==> src/rtl/ps2_pkg.sv <==
// Shared types and helpers for the PS/2 device-to-host frame receiver.
package ps2_pkg;

    localparam int PS2_FRAME_BITS = 11;

    typedef enum logic [1:0] {
        IDLE  = 2'd0,
        DATA  = 2'd1,
        CHECK = 2'd2
    } ps2_state_t;

    // True when data plus parity bit together hold an odd number of ones.
    function automatic logic odd_parity_ok(input logic [7:0] data, input logic parity);
        return ^{data, parity};
    endfunction

endpackage

==> src/rtl/ps2_line_filter.sv <==
// Two-flop synchroniser plus FILTER_LEN-deep agreement filter for one PS/2 line.
// The filtered level only moves once every sample in the window agrees.
module ps2_line_filter #(
    parameter int FILTER_LEN = 8
) (
    input  logic clk,
    input  logic reset,
    input  logic line,
    output logic level,
    output logic fall
);

    logic [1:0]            sync_reg;
    logic [FILTER_LEN-1:0] window_reg;
    logic                  level_reg;
    logic                  prev_reg;

    always_ff @(posedge clk) begin
        if (reset) begin
            sync_reg   <= '1;
            window_reg <= '1;
            level_reg  <= 1'b1;
            prev_reg   <= 1'b1;
        end else begin
            sync_reg   <= {sync_reg[0], line};
            window_reg <= {window_reg[FILTER_LEN-2:0], sync_reg[1]};
            if (&window_reg)
                level_reg <= 1'b1;
            else if (~|window_reg)
                level_reg <= 1'b0;
            prev_reg   <= level_reg;
        end
    end

    assign level = level_reg;
    assign fall  = prev_reg & ~level_reg;

endmodule

==> src/rtl/ps2_frame_rx.sv <==
// PS/2 device-to-host frame receiver: filtered lines, 11-bit frame, start/stop/timeout checks.
// Define PS2_PARITY_CHECK_EN to also drop frames with bad odd parity.
module ps2_frame_rx
    import ps2_pkg::*;
#(
    parameter int FILTER_LEN  = 8,
    parameter int TIMEOUT_CYC = 100000
) (
    input  logic       clk,
    input  logic       reset,
    input  logic       ps2d,
    input  logic       ps2c,
    input  logic       rx_en,
    output logic       rx_done_tick,
    output logic [7:0] dout,
    output logic       frame_err,
    output logic       busy
);

    localparam int TMO_W = (TIMEOUT_CYC > 2) ? $clog2(TIMEOUT_CYC) : 1;
    localparam logic [TMO_W-1:0] TMO_LAST = TMO_W'(TIMEOUT_CYC - 1);

    logic clk_level_unused;
    logic data_fall_unused;
    logic data_level;
    logic clk_fall;

    ps2_line_filter #(.FILTER_LEN(FILTER_LEN)) u_clk_filter (
        .clk   (clk),
        .reset (reset),
        .line  (ps2c),
        .level (clk_level_unused),
        .fall  (clk_fall)
    );

    ps2_line_filter #(.FILTER_LEN(FILTER_LEN)) u_data_filter (
        .clk   (clk),
        .reset (reset),
        .line  (ps2d),
        .level (data_level),
        .fall  (data_fall_unused)
    );

    ps2_state_t                state_reg, state_next;
    logic [PS2_FRAME_BITS-1:0] shift_reg, shift_next;
    logic [3:0]                cnt_reg, cnt_next;
    logic [TMO_W-1:0]          tmo_reg, tmo_next;
    logic [7:0]                dout_reg, dout_next;
    logic                      done_reg, done_next;
    logic                      err_reg, err_next;
    logic                      frame_ok;

    always_ff @(posedge clk) begin
        if (reset) begin
            state_reg <= IDLE;
            shift_reg <= '0;
            cnt_reg   <= '0;
            tmo_reg   <= '0;
            dout_reg  <= 8'h00;
            done_reg  <= 1'b0;
            err_reg   <= 1'b0;
        end else begin
            state_reg <= state_next;
            shift_reg <= shift_next;
            cnt_reg   <= cnt_next;
            tmo_reg   <= tmo_next;
            dout_reg  <= dout_next;
            done_reg  <= done_next;
            err_reg   <= err_next;
        end
    end

    // The verdict is taken on the stop-bit fall and registered, so both pulses
    // line up with the single CHECK cycle.
    always_comb begin
        state_next = state_reg;
        shift_next = shift_reg;
        cnt_next   = cnt_reg;
        tmo_next   = tmo_reg;
        dout_next  = dout_reg;
        done_next  = 1'b0;
        err_next   = 1'b0;
        frame_ok   = 1'b0;
        case (state_reg)
            IDLE: begin
                if (clk_fall && rx_en) begin
                    state_next = DATA;
                    shift_next = {data_level, shift_reg[PS2_FRAME_BITS-1:1]};
                    cnt_next   = 4'd10;
                    tmo_next   = '0;
                end
            end
            DATA: begin
                if (clk_fall) begin
                    shift_next = {data_level, shift_reg[PS2_FRAME_BITS-1:1]};
                    cnt_next   = cnt_reg - 4'd1;
                    tmo_next   = '0;
                    if (cnt_reg == 4'd1) begin
                        state_next = CHECK;
                        frame_ok   = ~shift_next[0] & shift_next[10];
`ifdef PS2_PARITY_CHECK_EN
                        frame_ok   = frame_ok & odd_parity_ok(shift_next[8:1], shift_next[9]);
`endif
                        if (frame_ok) begin
                            dout_next = shift_next[8:1];
                            done_next = 1'b1;
                        end else begin
                            err_next  = 1'b1;
                        end
                    end
                end else if (tmo_reg == TMO_LAST) begin
                    state_next = IDLE;
                    err_next   = 1'b1;
                end else if (tmo_reg != '1) begin
                    tmo_next = tmo_reg + 1'b1;
                end
            end
            CHECK: begin
                state_next = IDLE;
            end
            default: begin
                state_next = IDLE;
            end
        endcase
    end

    assign rx_done_tick = done_reg;
    assign frame_err    = err_reg;
    assign dout         = dout_reg;
    assign busy         = (state_reg != IDLE);

endmodule

==> config.mk <==
export PLATFORM = sky130hd
export DESIGN_NAME = ps2_frame_rx
export DESIGN_NICKNAME = d
export VERILOG_FILES = /design/src/rtl/ps2_pkg.sv /design/src/rtl/ps2_line_filter.sv /design/src/rtl/ps2_frame_rx.sv
export SDC_FILE = /design/constraint.sdc
export NUM_CORES = 1
export LEC_CHECK = 0
export ABC_CLOCK_PERIOD_IN_PS = 5800
export BUFFER_PORTS_ARGS = -buffer_cell sky130_fd_sc_hd__buf_2
export CORE_MARGIN = 2
export CORE_UTILIZATION = 45
export CTS_CLUSTER_DIAMETER = 100
export CTS_CLUSTER_SIZE = 20
export DETAILED_ROUTE_END_ITERATION = 16
export SLEW_MARGIN = 25
export SYNTH_ARGS = -nofsm -noshare
export SYNTH_HDL_FRONTEND = slang
export SYNTH_HIERARCHICAL = 1
export SYNTH_SLANG_ARGS = --single-unit
==> constraint.sdc <==
create_clock -name clk -period 5.8 [get_ports clk]
set_clock_uncertainty 0.2 [all_clocks]
set_input_delay 0.58 -clock clk [delete_from_list [all_inputs] [get_ports clk]]
set_output_delay 0.58 -clock clk [all_outputs]
set_load 0.005 [all_outputs]
# Word level (Yosys, flattened, before mapping)
# Cells that the tools add are included.
[op_classes]
eq_ne = 10
addsub = 2
n_bitwise = 7
reduce_logical = 16
mux = 21
[op_table]
columns = ["operator", "n"]
rows = [
  ["17-bit 2-to-1 mux", 4],
  ["17-bit one-hot mux with 2 select lines", 1],
  ["11-bit 2-to-1 mux", 2],
  ["11-bit one-hot mux with 2 select lines", 1],
  ["17-bit by 1-bit adder with 17-bit output (second input constant)", 1],
  ["17-bit == test (second input constant)", 1],
  ["17-bit inequality test (second input constant)", 1],
  ["8-bit AND reduction", 2],
  ["8-bit OR reduction", 2],
  ["3-bit inequality test (second input constant)", 4],
  ["2-bit 2-to-1 mux", 4],
  ["4-bit 2-to-1 mux", 2],
  ["4-bit one-hot mux with 2 select lines", 1],
  ["4-bit AND reduction", 2],
  ["3-bit AND reduction", 2],
  ["2-bit OR reduction", 3],
  ["1-bit 2-to-1 mux", 5],
  ["1-bit inverter", 5],
  ["4-bit by 1-bit == test with 1-bit output (second input constant)", 1],
  ["2-bit inequality test (second input constant)", 2],
  ["2-bit one-hot mux with 2 select lines", 1],
  ["2-bit nonzero test", 2],
  ["4-bit OR reduction", 1],
  ["4-bit by 1-bit subtractor with 4-bit output (second input constant)", 1],
  ["other kinds (4)", 5],
]
[word_totals]
output_inout_bits = 11
wordCells = 70
input_bits = 5
regBits = 67

# Depth between registers and ports, before layout
# Gate-level depths: netlist (run 1).
[depth]
ltp_word = 5
ltp_mapped = 10
ltp_nobuf = 10

# Hierarchy
# Netlist (run 1), hierarchy kept.
[by_module_without_submodules]
columns = ["mod", "seq_area_each_um2", "cells_each", "area_per_inst_um2", "instances"]
rows = [
  ["ps2_frame_rx", 860.8, 239, 2050.7, 1],
  ["ps2_line_filter", 240.2, 32, 372.9, 2],
]

# Worst setup path before layout (run 1)
# OpenSTA, ideal clock, no wires.
[synth_timing]
kind = "reg-to-reg"
startpoint = "reg tmo_reg[0]"
endpoint = "reg tmo_reg[3]"
arrival_time_ns = 2.348
t_required_ns = 5.526
n_path_buf = 0
synth_period_minus_slack_ns = 2.623
setup_slack_ns = 3.177
path_stages_with_launch = 10
setup_time_ns = 0.074
cell_sequence = "dfxtp_1 -> ha_1 -> nand4_1 -> nor2_1 -> nand2_1 -> nor3_1 -> ha_1 -> or4b_1 -> or4_1 -> a31oi_1"
[synth_via]
elab_chain_len = 5
word_cells_on_any_way = 10
cone_classes = "add/sub: 1; eq/ne: 4; mux: 4; reduce/logical: 1"
[synth_lines]
columns = ["item", "line", "source"]
rows = [
  ["start, declared", "ps2_frame_rx.sv:47", "logic [TMO_W-1:0] tmo_reg, tmo_next;"],
  ["start signal, assigned", "ps2_frame_rx.sv:66", "tmo_reg <= tmo_next;"],
  ["17-bit by 1-bit adder with 17-bit output", "ps2_frame_rx.sv:115", "tmo_next = tmo_reg + 1'b1;"],
  ["17-bit 2-to-1 mux", "ps2_frame_rx.sv:114", "end else if (tmo_reg != '1) begin"],
  ["17-bit 2-to-1 mux", "ps2_frame_rx.sv:111", "end else if (tmo_reg == TMO_LAST) begin"],
  ["17-bit 2-to-1 mux", "ps2_frame_rx.sv:94", "if (clk_fall) begin"],
  ["17-bit one-hot mux with 2 select lines", "ps2_frame_rx.sv:84", "case (state_reg)"],
]
# Several ways; a longest one is shown, not always the timed one. The select of a mux whose other input is x is not followed.
# A chain may end at the register's enable or synchronous reset.

# Worst setup path after layout (run 1)
[layout_timing]
startpoint = "reg tmo_reg[0]"
endpoint = "reg tmo_reg[10]"
# Same word-level chain as after synthesis.

==> results of run 1 <==
worst max-delay path, stage by stage (launching register included):
cell and delay, ns:
dfxtp_1 0.44, ha_1 0.30, nand4_1 0.26, nor2_1 0.30
nand2_1 0.11, nor3_1 0.24, ha_1 0.26, nand2b_1 0.10
a22oi_1 0.49, o21ai_0 0.23, o31ai_1 0.10
worst min-delay path by stage:
stage	end	slack, ns	cells past startpoint	from
floorplan	u_clk_filter/sync_reg[1]	0.18	1	u_clk_filter/sync_reg[0]
global placement	u_data_filter/sync_reg[1]	0.19	1	u_data_filter/sync_reg[0]
detailed placement	u_data_filter/window_reg[0]	0.19	1	u_data_filter/sync_reg[1]
CTS	u_data_filter/window_reg[0]	0.20	1	u_data_filter/sync_reg[1]
global route	u_data_filter/sync_reg[0]	0.21	2	ps2d
finish	u_data_filter/window_reg[0]	0.20	1	u_data_filter/sync_reg[1]
power by group:
part | switching, mW | internal (mW)
Sequential | 0.000979 | 0.455
Combinational | 0.00873 | 0.00414
Clock | 0.171 | 0.219
layout make-up:
| class | count | area [µm²] | share of cell area, % |
|---|---|---|---|
| multi-input cells | 217 | 1371 | 44.32 |
| flip-flops and latches | 66 | 1321 | 42.70 |
| clock buffers | 11 | 151.4 | 4.893 |
| well taps | 75 | 93.84 | 3.033 |
| repair buffers | 17 | 90.09 | 2.911 |
| clock inverters | 4 | 51.30 | 1.658 |
| inverters | 4 | 15.01 | 0.4852 |
metal layers:
metal,global-route usage (%),vias up,share of wire (%)
met4,8.333,0,1.2
met1,24.61,1062,47
li1,-,1120,-
met2,28.71,74,45
met3,5.435,9,6.1
met5,0,-,0
metrics by stage:
stage	util (%)	hold WS, ns	power, mW	instances
2_1_floorplan	-	0.1832	0.4751	300
3_3_place_gp	48.84	0.1852	0.4794	379
3_5_place_dp	48.84	0.1879	0.4795	379
4_1_cts	52.26	0.2042	0.8692	394
5_1_grt	52.26	0.2078	0.8923	394
6_report	52.26	0.2020	0.8598	394
layout by cell type (no fill, tap or decap), drive strengths merged, types with 9 or more instances in the layout:
cell and instances:
a21oi 19, a31oi 9, buf 17, clkbuf 11
dfxtp 66, mux2i 10, nand2 33, nand4 9
nor2 25, o21ai 9, or2 22
==> results.md, run 1 <==
* Outcome: complete, no violations
* Crit path from: tmo_reg[0]
* Mapped Nets at 309
* Clk_lat worst skew at 0.34 ns
* RR Endpoint: tmo_reg[10]
* Final min period at 3.121 ns
* Height of the die at 82.37 µm
* Crit path max fanout at 7
* Hold-fix buffers, CTS at 0
* IO Port Bufs at 15
* Clock Sinks at 66
* Endpoints failing hold at 0
* Core ar. at 0.005921 mm²
* Post-CTS setup buffers at 0
* Setup WS pre-CTS at 2.818 ns
* Worst setup margin at 2.679 ns
* Final max-slew violation count at 0
* Syn avg cell area at 9.213 µm²
* Initial core utilization at 46.68%
* Synth warnings at 6
* Detailed Route Iter0 Violations at 195
* Post-DRT Antenna Nets at 0
* Longest Clk Path Bufs at 2
* Mean routed wirelength per cell at 14.86 µm
* Worst vdd ir at 182.2 µV
* Congestion Overflow GR at 0
* RSZ-0062 raised after global routing: false
* Max Fclk at 320.4 MHz
* Max reg flops at 17
* Synthesis-to-layout area growth at 11.95%
* Diodes inserted at 0
* Final Cell Area at 0.003094 mm²
* Initial antenna violation count at 0
* CTS H-tree depth at 3
* Vias in the first global route at 2036
* Detailed-route via count at 2265
* Root buf cell: clkbuf_8
* Worst R2R Start: tmo_reg[0]
* CTS clock-pin slew for the worst setup and hold paths at 0.07 ns
* Drt pass-1 iters at 5
* Worst min path class: reg -> reg
* Post-DP HPWL at 3931 µm
* Fin crit share at 53.81%
* # setup viols final at 0
* Residual DRC at 0
* I/O Pins at 16
* Largest net degree at the start of global routing at 47
* Leakage power at 1.126 nW
* Startpoint types: flip-flop
* Flop-to-flop setup slack at 2.68 ns
* PD cells at 277.9 mW/mm²
* GRT Util Overall at 18.81%
* Post-Syn Instances at 300
* Slew margin rel. at 59.14%
* Global-route wire length before repair at 9618 µm
* Critical path arrival at 3.17 ns
* # nets final at 324
* Fill cells at 543
* Post-cts gate resize count at 0
* Crit Path Class: reg -> reg
* Routed vias/inst at 5.749
* Final WL at 5854 µm
* Post-Syn Area at 0.002764 mm²
* Critical Path End: tmo_reg[10]
* CP Capture Type: flip-flop
* Share of cells above drive strength 1 at 15.99%
* Die width at 82.37 µm
* Worst-Margin Slew at 0.6097 ns
* Req. time, crit path at 5.85 ns
* CTS tree: built
* Reg2Reg Depth at 10
* Total negative slack at 0 ns
* Row cnt at 28
* Max-cap viol count at 0
* Cell Area, Placed at 0.002892 mm²
* Routability cong. at 0.9435
* Full die area at 0.006785 mm²
* Num CTS Buffers at 9
No activity file was read; power rests on OpenSTA's default activity.
==> inputs of run 2 (changes only) <==
Settings changed: ABC_CLOCK_PERIOD_IN_PS 5800 to 3000.
Clock period 5.8 ns to 3 ns, I/O delays scaled along.
==> results.md, run 2 (synthesis results as in run 1) <==
* Outcome: complete, no violations
* I/O Pins at 16
* GRT Util Overall at 19.41%
* # setup viols final at 0
* Flop-to-flop setup slack at 0.24 ns
* Max Fclk at 362.2 MHz
* Crit Path Class: reg -> reg
* Vias in the first global route at 2097
* Worst R2R Start: tmo_reg[0]
* Die width at 82.37 µm
* Worst-Margin Slew at 0.6334 ns
* Num CTS Buffers at 9
* Root buf cell: clkbuf_8
* Routed vias/inst at 5.599
* PD cells at 553.8 mW/mm²
* Final WL at 5924 µm
* Initial antenna violation count at 0
* Critical path arrival at 2.84 ns
* RSZ-0062 raised after global routing: false
* Most frequent cells in the layout: dfxtp_1 (66), nand2_1 (33), nor2_1 (24), a21oi_1 (19), buf_2 (15)
* Share of the core filled with cells at 53.66%
* CTS tree: built
* # nets final at 330
* Max-cap viol count at 0
* Final min period at 2.761 ns
* Residual DRC at 0
* Crit path max fanout at 6
* Initial core utilization at 46.68%
* Multi-input gate area at 0.001379 mm²
* Detailed Route Iter0 Violations at 210
* Longest Clk Path Bufs at 2
* Diodes inserted at 0
* IO Port Bufs at 15
* Full die area at 0.006785 mm²
* Fin crit share at 92.03%
* Cell Area, Placed at 0.002922 mm²
* Clock Sinks at 66
* Endpoints failing hold at 0
* Req. time, crit path at 3.08 ns
* Detailed-route via count at 2245
* Startpoint types: flip-flop
* CTS H-tree depth at 3
* Reg2Reg Depth at 9
* CTS clock-pin slew for the worst setup and hold paths at 0.08 ns
* Row cnt at 28
* WHS Endpoint: tmo_reg[6]
* Core ar. at 0.005921 mm²
* Largest net degree at the start of global routing at 47
* HP Start: reset
* Post-DP HPWL at 3898 µm
* Drt pass-1 iters at 5
* Height of the die at 82.37 µm
* Post-DRT Antenna Nets at 0
* Congestion Overflow GR at 0
* Commonest non-fill, non-tap cell in the layout: dfxtp_1
* Clk_lat worst skew at 0.34 ns
* Fill cells at 546
* Worst min path class: in -> reg
* Share of cells above drive strength 1 at 17.79%
* Total negative slack at 0 ns
* Routability cong. at 0.9206
* Max reg flops at 17
* Final Cell Area at 0.003177 mm²
* Synthesis-to-layout area growth at 14.94%
* Slew margin rel. at 57.42%
* Global-route wire length before repair at 9832 µm
* RR Endpoint: tmo_reg[3]
* Worst hold path depth at 2
* Leakage power at 1.166 nW
* Fin Hold WS at 0.1879 ns
* Sequential Area at 0.001321 mm²
* Mean routed wirelength per cell at 14.77 µm
* Worst vdd ir at 441.4 µV
* CP Capture Type: flip-flop
* Overall power at 1.759 mW
* Final max-slew violation count at 0
## run 2: cell types whose count changed in the layout (fill, tap and decap cells not counted)
cell / before / now
a22oi_1: 1 / 0
a22oi_2: 0 / 1
buf_4: 2 / 6
bufinv_16: 1 / 2
clkbuf_8: 11 / 10
clkinv_4: 1 / 2
dlygate4sd3_1: 0 / 2
nor2_1: 25 / 24
nor2_2: 0 / 1
## run 2: how the worst max path moves through the flow
stage	from	to	slack, ns
final	tmo_reg[0]	tmo_reg[3]	0.24
after global routing	tmo_reg[1]	tmo_reg[13]	0.03
after CTS	tmo_reg[0]	tmo_reg[10]	0.20
after detailed placement	tmo_reg[0]	tmo_reg[5]	0.22
after global placement	tmo_reg[0]	tmo_reg[10]	0.30
after floorplan	tmo_reg[0]	tmo_reg[3]	0.38
## run 2: final cells by class
cell class | count | area share, %
repair buffers | 23 | 4.411
flip-flops and latches | 66 | 41.59
clock buffers | 10 | 4.332
multi-input cells | 217 | 43.40
clock inverters | 6 | 2.836
inverters | 4 | 0.4726
well taps | 75 | 2.954
## run 2: through the flow
stage	cells	setup WS (ns)
2_1_floorplan	300	0.3773
4_1_cts	401	0.2030
3_3_place_gp	383	0.3016
5_1_grt	401	0.03166
6_report	401	0.2390
3_5_place_dp	383	0.2195
## run 2: per-layer routing
layer	routed length, µm	up-vias	global-route usage, %
met4	145	0	12.17
met5	0	-	0
met2	2558	71	28.63
met1	2936	1025	25.83
met3	283	12	3.913
li1	-	1137	-
## run 2: worst max-delay path, cell delays in order (launching register included)
cell and delay (ns):
dfxtp_1 0.37, ha_1 0.28, nand4_1 0.13, nor2_1 0.09
nand2_1 0.09, nor3_1 0.06, ha_1 0.22, or4b_1 0.60
or4_1 0.50, a31oi_1 0.16
## run 2: power breakdown
group / internal, mW / switching [mW]
sequential: 0.880 / 0.00189
combinational: 0.00975 / 0.0173
clock: 0.492 / 0.359
## run 2: repair_timing
item                                    CTS  global route
buffers inserted                          0             0
endpoints found under the setup margin    0             9
gates resized for setup                   0             2
endpoints found under the hold margin     2             0
hold buffers                              2             0
==> inputs of run 3 (changes only) <==
Settings changed: ABC_AREA set to 1.
==> results.md, run 3 <==
* Outcome: complete, no violations
* Max reg flops at 17
* Clk pwr share at 46.8%
* HP Start: rx_en
* Final max-slew violation count at 0
* # nets final at 446
* Clock Sinks at 66
* Synthesis-to-layout area growth at 11.33%
* DRT met1 WL at 2903 µm
* Most frequent cells in the layout: nor2_1 (97), nand2_1 (78), dfxtp_1 (66), inv_1 (42), nand3_1 (29)
* Fin Hold WS at 0.1578 ns
* Initial core utilization at 46.44%
* Gate power share at 1.7%
* Fin crit share at 80.70%
* Syn avg cell area at 7.038 µm²
* Detailed-route via count at 2513
* GRT Util Overall at 17.60%
* Full die area at 0.007217 mm²
* Crit path max fanout at 14
* Post-Syn Area at 0.002949 mm²
* Critical path arrival at 2.45 ns
* Drt pass-1 iters at 4
* Fill cells at 625
* Leakage power at 1.413 nW
* Worst vdd ir at 379.8 µV
* Top Layer Used: met4
* Placed cells at 501
* Metal2 WL at 2620 µm
* Max-cap viol count at 0
* Met3 routed WL at 175 µm
* Mean routed wirelength per cell at 11.12 µm
* # setup viols final at 0
* Clk_lat worst skew at 0.33 ns
* Mapped Nets at 428
* Post-CTS setup buffers at 0
* Routed vias/inst at 4.842
* CTS clock-pin slew for the worst setup and hold paths at 0.07 ns
* Row cnt at 29
* CP Capture Type: flip-flop
* Initial antenna violation count at 0
* Final min period at 2.421 ns
* Worst-Margin Slew at 0.5658 ns
* Post-Syn Instances at 419
* Die width at 84.96 µm
* IO Port Bufs at 15
* Req. time, crit path at 3.03 ns
* Global-route wire length before repair at 10340 µm
* Share of cells above drive strength 1 at 10.86%
* Vias in the first global route at 2411
* CTS tree: built
* Total negative slack at 0 ns
* Residual DRC at 0
* Crit Path Class: reg -> reg
* Int Power at 1.358 mW
* Post-DP HPWL at 3973 µm
* Core ar. at 0.006350 mm²
* Detailed Route Iter0 Violations at 162
* Net Sw Frac at 20.60%
* Max Fclk at 413.0 MHz
* Congestion Overflow GR at 0
* Switch Pwr at 0.3522 mW
* Worst R2R Start: tmo_reg[0]
* Layout Cells excl Fill at 519
* Synth warnings at 6
* Worst min path class: in -> reg
* Crit path from: tmo_reg[0]
* Commonest non-fill, non-tap cell in the layout: nor2_1
* Slew margin rel. at 62.23%
* Num CTS Buffers at 9
* RSZ-0062 raised after global routing: false
* Largest net degree at the start of global routing at 39
* Longest Clk Path Bufs at 2
* Reg power frac at 51.5%
* I/O Pins at 16
* Root buf cell: clkbuf_8
* CTS H-tree depth at 3
* Endpoints failing hold at 0
* PD cells at 520.9 mW/mm²
* Startpoint types: flip-flop
* Post-DRT Antenna Nets at 0
* Final WL at 5769 µm
* Diodes inserted at 0
* Height of the die at 84.96 µm
* Routability cong. at 0.8476
-- run 3: stage by stage --
| step | instance area (µm²) | power (mW) | utilization (%) | worst slack [ns] |
|---|---|---|---|---|
| 2_1_floorplan | 2949 | 0.9226 | - | 1.037 |
| 3_3_place_gp | 3053 | 0.9289 | 48.08 | 0.6824 |
| 3_5_place_dp | 3053 | 0.9290 | 48.08 | 0.5747 |
| 4_1_cts | 3283 | 1.732 | 51.70 | 0.5497 |
| 5_1_grt | 3283 | 1.776 | 51.70 | 0.2349 |
| 6_report | 3283 | 1.710 | 51.70 | 0.5789 |
-- run 3: routing by layer --
metal / up-vias / global-route usage (%)
met2: 35 / 28.91
li1: 1348 / -
met1: 1124 / 22.32
met5: - / 0
met3: 6 / 5.350
met4: 0 / 5.195
-- run 3: layout make-up --
class	count	area (µm²)	share of cell area [%]
well taps	77	96.34	2.934
clock buffers	11	131.4	4.002
multi-input cells	296	1380	42.03
inverters	46	172.7	5.259
clock inverters	5	78.83	2.401
flip-flops and latches	66	1321	40.24
repair buffers	18	102.6	3.125
-- run 3: path summary, 6_finish.rpt --
| path | to | slack [ns] | cells after the start |
|---|---|---|---|
| hold reg to reg | u_clk_filter/window_reg[0] | 0.21 | 1 |
| setup reg to reg | tmo_reg[14] | 0.58 | 11 |
| setup / recovery | tmo_reg[14] | 0.58 | 11 |
| hold / removal | cnt_reg[2] | 0.16 | 4 |
-- run 3: power by group through the flow --
stage / Combinational, mW / Sequential, mW / Clock (mW)
2_1_floorplan: 0.0214 / 0.901 / 0
3_3_place_gp: 0.0275 / 0.901 / 0
3_5_place_dp: 0.0273 / 0.902 / 0
4_1_cts: 0.0293 / 0.881 / 0.821
5_1_grt: 0.0329 / 0.881 / 0.862
6_report: 0.0284 / 0.882 / 0.800
-- run 3: timing repair --
item	CTS	global route
resized for setup	0	0
hold buffers	2	0
endpoints found under the hold margin	2	0
-- run 3: critical path, stage by stage (launching register included) --
cell and delay [ns]:
dfxtp_1 0.40, ha_1 0.21, nand3_1 0.09, nor2_1 0.23, nand4_1 0.15, nor2_1 0.13, ha_1 0.23, a21oi_4 0.14
nand2_2 0.32, nand2_1 0.09, nand2_1 0.07, nor2_1 0.05
